### src/rtl/finder_run_scanner.sv
// Scans a cleaned row one bit per clock and reports every dark/light run group
// matching the QR finder ratio 1:1:3:1:1. Optional FINDER_HIT_COUNT_EN adds a per-row hit counter.
module finder_run_scanner #(
  parameter int WIDTH     = 480,
  parameter int RUN_W     = $clog2(WIDTH + 1),
  parameter int MIN_TOTAL = 7
) (
  input  logic             clk_in,
  input  logic             rst_in,
  input  logic [WIDTH-1:0] clean_pattern,
  input  logic             data_valid,
  output logic             hit_valid,
  output logic [RUN_W-1:0] hit_center,
  output logic [RUN_W-1:0] hit_span,
  output logic             scan_done,
`ifdef FINDER_HIT_COUNT_EN
  output logic             busy,
  output logic [7:0]       hit_count
`else
  output logic             busy
`endif
);

  localparam int PW = RUN_W + 4;

  typedef enum logic [1:0] {IDLE, SCAN, FLUSH} state_t;

  state_t             state_q, state_d;
  logic [WIDTH-1:0]   row_q, row_d;
  logic [RUN_W-1:0]   idx_q, idx_d;
  logic [RUN_W-1:0]   curLen_q, curLen_d;
  logic               prevBit_q, prevBit_d;
  logic [RUN_W-1:0]   hist1_q, hist2_q, hist3_q, hist4_q;
  logic [RUN_W-1:0]   hist1_d, hist2_d, hist3_d, hist4_d;
  logic [2:0]         runsSeen_q, runsSeen_d;
  logic               hitValid_q, hitValid_d;
  logic [RUN_W-1:0]   hitCenter_q, hitCenter_d;
  logic [RUN_W-1:0]   hitSpan_q, hitSpan_d;
  logic               scanDone_q, scanDone_d;
`ifdef FINDER_HIT_COUNT_EN
  logic [7:0]         hitCount_q, hitCount_d;
`endif

  logic               closeRun;
  logic               accept;
  logic [2:0]         seenNext;
  logic [PW-1:0]      total;
  logic [PW-1:0]      m1, m2, m3, m4, m5;
  logic [RUN_W-1:0]   centerCalc;

  function automatic logic [PW-1:0] times14(input logic [RUN_W-1:0] r);
    return PW'(r) * PW'(14);
  endfunction

  function automatic logic outerOk(input logic [PW-1:0] m, input logic [PW-1:0] t);
    return (t <= m) && (m <= t * PW'(3));
  endfunction

  // The candidate group is the four stored runs plus the run being closed now.
  // In FLUSH idx_q has already advanced to WIDTH, the virtual closing column.
  assign closeRun   = (state_q == FLUSH) ||
                      ((state_q == SCAN) && (idx_q != '0) && (row_q[0] != prevBit_q));
  assign seenNext   = (runsSeen_q == 3'd5) ? 3'd5 : runsSeen_q + 3'd1;
  assign total      = PW'(hist1_q) + PW'(hist2_q) + PW'(hist3_q) + PW'(hist4_q) + PW'(curLen_q);
  assign m1         = times14(hist1_q);
  assign m2         = times14(hist2_q);
  assign m3         = times14(hist3_q);
  assign m4         = times14(hist4_q);
  assign m5         = times14(curLen_q);
  assign centerCalc = idx_q - curLen_q - hist4_q - hist3_q + (hist3_q >> 1);
  assign accept     = closeRun && (seenNext == 3'd5) && !prevBit_q &&
                      (total >= PW'(MIN_TOTAL)) &&
                      outerOk(m1, total) && outerOk(m2, total) &&
                      outerOk(m4, total) && outerOk(m5, total) &&
                      (total * PW'(5) <= m3) && (m3 <= total * PW'(7));

  always_comb begin
    state_d     = state_q;
    row_d       = row_q;
    idx_d       = idx_q;
    curLen_d    = curLen_q;
    prevBit_d   = prevBit_q;
    hist1_d     = hist1_q;
    hist2_d     = hist2_q;
    hist3_d     = hist3_q;
    hist4_d     = hist4_q;
    runsSeen_d  = runsSeen_q;
    hitValid_d  = accept;
    hitCenter_d = accept ? centerCalc : hitCenter_q;
    hitSpan_d   = accept ? RUN_W'(total) : hitSpan_q;
    scanDone_d  = 1'b0;
`ifdef FINDER_HIT_COUNT_EN
    hitCount_d  = (accept && hitCount_q != 8'hFF) ? hitCount_q + 8'd1 : hitCount_q;
`endif

    if (closeRun) begin
      hist1_d    = hist2_q;
      hist2_d    = hist3_q;
      hist3_d    = hist4_q;
      hist4_d    = curLen_q;
      runsSeen_d = seenNext;
      curLen_d   = RUN_W'(1);
    end

    unique case (state_q)
      IDLE: begin
        if (data_valid) begin
          row_d      = clean_pattern;
          idx_d      = '0;
          curLen_d   = '0;
          prevBit_d  = 1'b0;
          hist1_d    = '0;
          hist2_d    = '0;
          hist3_d    = '0;
          hist4_d    = '0;
          runsSeen_d = '0;
          state_d    = SCAN;
`ifdef FINDER_HIT_COUNT_EN
          hitCount_d = '0;
`endif
        end
      end
      SCAN: begin
        row_d     = row_q >> 1;
        idx_d     = idx_q + RUN_W'(1);
        prevBit_d = row_q[0];
        if (!closeRun) curLen_d = curLen_q + RUN_W'(1);
        if (idx_q == RUN_W'(WIDTH - 1)) state_d = FLUSH;
      end
      FLUSH: begin
        state_d    = IDLE;
        scanDone_d = 1'b1;
      end
      default: state_d = IDLE;
    endcase
  end

  always_ff @(posedge clk_in) begin
    if (rst_in) begin
      state_q     <= IDLE;
      row_q       <= '0;
      idx_q       <= '0;
      curLen_q    <= '0;
      prevBit_q   <= 1'b0;
      hist1_q     <= '0;
      hist2_q     <= '0;
      hist3_q     <= '0;
      hist4_q     <= '0;
      runsSeen_q  <= '0;
      hitValid_q  <= 1'b0;
      hitCenter_q <= '0;
      hitSpan_q   <= '0;
      scanDone_q  <= 1'b0;
`ifdef FINDER_HIT_COUNT_EN
      hitCount_q  <= '0;
`endif
    end else begin
      state_q     <= state_d;
      row_q       <= row_d;
      idx_q       <= idx_d;
      curLen_q    <= curLen_d;
      prevBit_q   <= prevBit_d;
      hist1_q     <= hist1_d;
      hist2_q     <= hist2_d;
      hist3_q     <= hist3_d;
      hist4_q     <= hist4_d;
      runsSeen_q  <= runsSeen_d;
      hitValid_q  <= hitValid_d;
      hitCenter_q <= hitCenter_d;
      hitSpan_q   <= hitSpan_d;
      scanDone_q  <= scanDone_d;
`ifdef FINDER_HIT_COUNT_EN
      hitCount_q  <= hitCount_d;
`endif
    end
  end

  assign hit_valid  = hitValid_q;
  assign hit_center = hitCenter_q;
  assign hit_span   = hitSpan_q;
  assign scan_done  = scanDone_q;
  assign busy       = (state_q != IDLE);
`ifdef FINDER_HIT_COUNT_EN
  assign hit_count  = hitCount_q;
`endif

endmodule

### config.mk
export PLATFORM = sky130hd
export DESIGN_NAME = finder_run_scanner
export DESIGN_NICKNAME = d
export VERILOG_FILES = /design/src/rtl/finder_run_scanner.sv
export SDC_FILE = /design/constraint.sdc
export NUM_CORES = 2
export LEC_CHECK = 0
export ABC_AREA = 0
export CAP_MARGIN = 20
export CORE_ASPECT_RATIO = 1.4
export CORE_MARGIN = 2
export CORE_UTILIZATION = 35
export CTS_CLUSTER_SIZE = 14
export DETAILED_ROUTE_END_ITERATION = 7
export REMOVE_ABC_BUFFERS = 1
export SETUP_SLACK_MARGIN = 0.1
export SYNTH_ARGS = -nofsm -noshare
export SYNTH_HDL_FRONTEND = slang
export SYNTH_SLANG_ARGS = --single-unit
### constraint.sdc
create_clock -name clk_in -period 11.4 [get_ports clk_in]
set_clock_uncertainty 0.2 [all_clocks]
set_input_delay 1.71 -clock clk_in [delete_from_list [all_inputs] [get_ports clk_in]]
set_output_delay 1.71 -clock clk_in [all_outputs]
set_load 0.02 [all_outputs]
==> flow_metrics.env <==
export IMPL_outcome="completed"
export IMPL_netlist_area_um2=31780
export IMPL_avgRoutedWirePerCell_um=19.66
export IMPL_holdPathStages=2
export IMPL_fmax_mhz=99.09
export IMPL_cts_root_buf="clkbuf_16"
export IMPL_cts_sinks=560
export IMPL_clkLatencyLatePin_ns=0.65
export IMPL_antenna_left=0
export IMPL_ys_top_cells_by_count="nand2_1 (587), dfxtp_1 (560), o21ai_0 (522)"
export IMPL_tns_ns=0
export IMPL_initial_core_util_pct=35.40
export IMPL_post_cts_buffers=0
export IMPL_antenna_found_initial=62
export IMPL_cp_slowest_cell="xnor2_1"
export IMPL_setup_viol_count_final=0
export IMPL_synth_mux_area_share_pct=15.82
export IMPL_p_leak_uw=0.01788
export IMPL_netlist_area_leader_share_pct=35.28
export IMPL_critical_path_arrival_ns=10.43
export IMPL_cts_buffers_inserted=59
export IMPL_dr_pass1_iters=5
export IMPL_finalCritPeriodShare_pct=88.52
export IMPL_r2r_end="hit_span[8]$_SDFFE_PP0P_"
export IMPL_die_h_um=360.5
export IMPL_maxSlewViolCount=0
export IMPL_drive_above_1_share_pct=3.822
export IMPL_holdBufCountCts=0
export IMPL_dieArea_um2=93260
export IMPL_finalNetCount=4776
export IMPL_p_per_area_nw_per_um2=119.8
export IMPL_synth_top_family_by_area="multiplexers"
export IMPL_synth_area_top_cells="dfxtp_1 (35%), mux2i_1 (15%), ha_1 (9.3%)"
export IMPL_rows=130
export IMPL_p_total_uw=4784
export IMPL_rrSetupSlack_ns=1.31
export IMPL_end_kind="flip-flop"
export IMPL_syn_area_per_cell_um2=8.942
export IMPL_path_clk_slew_ns=0.07
export IMPL_grt_use_total_pct=21.41
export IMPL_grt_first_pass_wirelength_um=155200
export IMPL_drtIter0Drc=1491
export IMPL_hold_viol=0
export IMPL_reg2reg_depth=31
export IMPL_ys_types=72
export IMPL_synth_compound_area_share_pct=14.44
export IMPL_hold_path_end="row_q[472]$_SDFFE_PP0P_"
export IMPL_hold_ws_ns=0.2509
export IMPL_slew_limit_headroom_pct=20.09
export IMPL_synthArstFlopShare_pct=0
export IMPL_synth_area_leader_cell="dfxtp_1"
export IMPL_grt_start_max_net_pins=199
export IMPL_rsz0062_at_grt="no"
export IMPL_yosysSeqAreaShare_pct=35.28
export IMPL_place_port_buffers=503
export IMPL_syn_to_final_growth_pct=25.65
export IMPL_tightest_slew_ns=1.190
export IMPL_fp_dieW_um=258.7
export IMPL_reg2reg_from="curLen_q[2]$_SDFF_PP0_"
export IMPL_coreArea_um2=89790
export IMPL_hold_path_class="flip-flop to flip-flop"
export IMPL_hp_start="row_q[472]$_SDFFE_PP0P_"
export IMPL_overflow=0
export IMPL_yosysMostFrequentCell="nand2_1"
export IMPL_cpPeakStageDelay_ns=0.84
export IMPL_drc=0
export IMPL_wirelength_um=102400
export IMPL_cts_resized=0
export IMPL_synth_edf_count=0
export IMPL_synth_xor_xnor_area_share_pct=2.583
export IMPL_post_dp_hpwl_um=78090
export IMPL_crit_fanout=13
export IMPL_ys_dominant_reg_cell="dfxtp_1"
export IMPL_post_route_util_pct=44.47
export IMPL_cap_viol_max_count=0
export IMPL_top_level_ports=504
export IMPL_synth_simple_gate_area_share_pct=11.38
export IMPL_grt_pass1_vias=26320
export IMPL_path_class="flip-flop to flip-flop"
export IMPL_synth_fa_ha_area_share_pct=15.81
export IMPL_cts_tree="built"
export IMPL_syn_inst=3554
export IMPL_ys_warn_count=0
export IMPL_vdd_drop_max_v=0.0001262
export IMPL_fin_crit_ns=10.09
export IMPL_num_vias=26310
export IMPL_critPathLaunchType="flip-flop"
export IMPL_h_tree_depth=2
export IMPL_synth_seq_cells=560
export IMPL_cts_max_path_buffers=3
export IMPL_cp_data_required_time_ns=11.74
export IMPL_viasPerCell=5.052
export IMPL_place_gp_congestion=0.9602
==> how the worst max path moves through the flow <==
stage / start / end / slack, ns
final: curLen_q[2]$_SDFF_PP0_ / hit_span[8]$_SDFFE_PP0P_ / 1.31
after detailed placement: curLen_q[2]$_SDFF_PP0_ / hit_span[8]$_SDFFE_PP0P_ / 1.34
after global routing: curLen_q[2]$_SDFF_PP0_ / hit_span[8]$_SDFFE_PP0P_ / 0.68
after global placement: curLen_q[2]$_SDFF_PP0_ / hit_span[2]$_SDFFE_PP0P_ / 1.45
after floorplan: state_q[1]$_SDFFE_PP0P_ / hit_span[2]$_SDFFE_PP0P_ / -8.37
after CTS: curLen_q[2]$_SDFF_PP0_ / hit_span[8]$_SDFFE_PP0P_ / 1.32
==> layout by cell type, fill, tap and decap left out, drive strengths merged, types with 29 or more instances in the layout <==
cell type / netlist / final
nand2: 587 / 587
mux2i: 487 / 487
a21o: 47 / 47
nand3: 32 / 32
ha: 236 / 236
a21oi: 113 / 113
xor2: 30 / 30
clkdlybuf4s50: 0 / 502
inv: 202 / 202
o21ai: 524 / 524
nand2b: 29 / 29
nor2: 84 / 84
clkbuf: 175 / 89
buf: 17 / 30
xnor2: 62 / 62
dfxtp: 560 / 560
fa: 102 / 102
==> cells by family after synthesis <==
kind of cell | count (synthesis)
DFF | 560
adders and majority gates | 341
AOI/OAI and AO/OA | 817
and+or+nand+nor | 851
muxes | 499
buffers and inverters | 394
xor gates and xnor gates | 92
==> routing by layer <==
layer | share of wire, % | track usage [%]
met4 | 3.6 | 7.809
met2 | 49 | 37.76
met3 | 8.3 | 7.712
met5 | 0.54 | 0
met1 | 38 | 23.37
==> report_power, final <==
group	switching, uW	internal (uW)	leakage (uW)	total, uW
clock network	862	1180	0.000980	2040
registers	69.4	2090	0.00460	2160
logic	269	321	0.0123	590
total	1200	3580	0.0179	4780
==> through the flow <==
stage               worst slack [ns]  std cells  instance area [um2]
CTS                            1.321       5191                39890
finish                         1.309       5208                39930
detailed placement             1.337       5082                37850
floorplan                     -8.374       3362                31050
global placement               1.453       5082                37850
global route                  0.6848       5199                39910
==> registers in the layout, indices dropped and copies added (netlist names) <==
register    count
curLen_q        9
hist1_q         9
hist2_q         9
hist3_q         9
hist4_q         9
hit_center      9
hit_span        9
hit_valid       1
idx_q           9
prevBit_q       1
row_q         480
runsSeen_q      3
scan_done       1
state_q         2
==> critical path: cells and delay by family (launching register included) <==
family | cells | cell delay [ns]
fa+ha+maj | 7 | 2.73
simple gates | 4 | 0.53
mux | 1 | 0.38
xor+xnor | 3 | 1.44
buf+inv | 5 | 0.68
flops | 1 | 0.58
compound gates | 11 | 3.41
==> layout make-up <==
class,count,area (um2)
tap,1188,1486
sequential,560,11210
multi-input combinational,2600,19100
fill,8884,49850
clock inverter,20,294.0
timing repair buffer,532,5285
antenna,17,42.54
inverter,202,758.2
clock buffer,89,1750
Power figures use the tool's default switching activity.
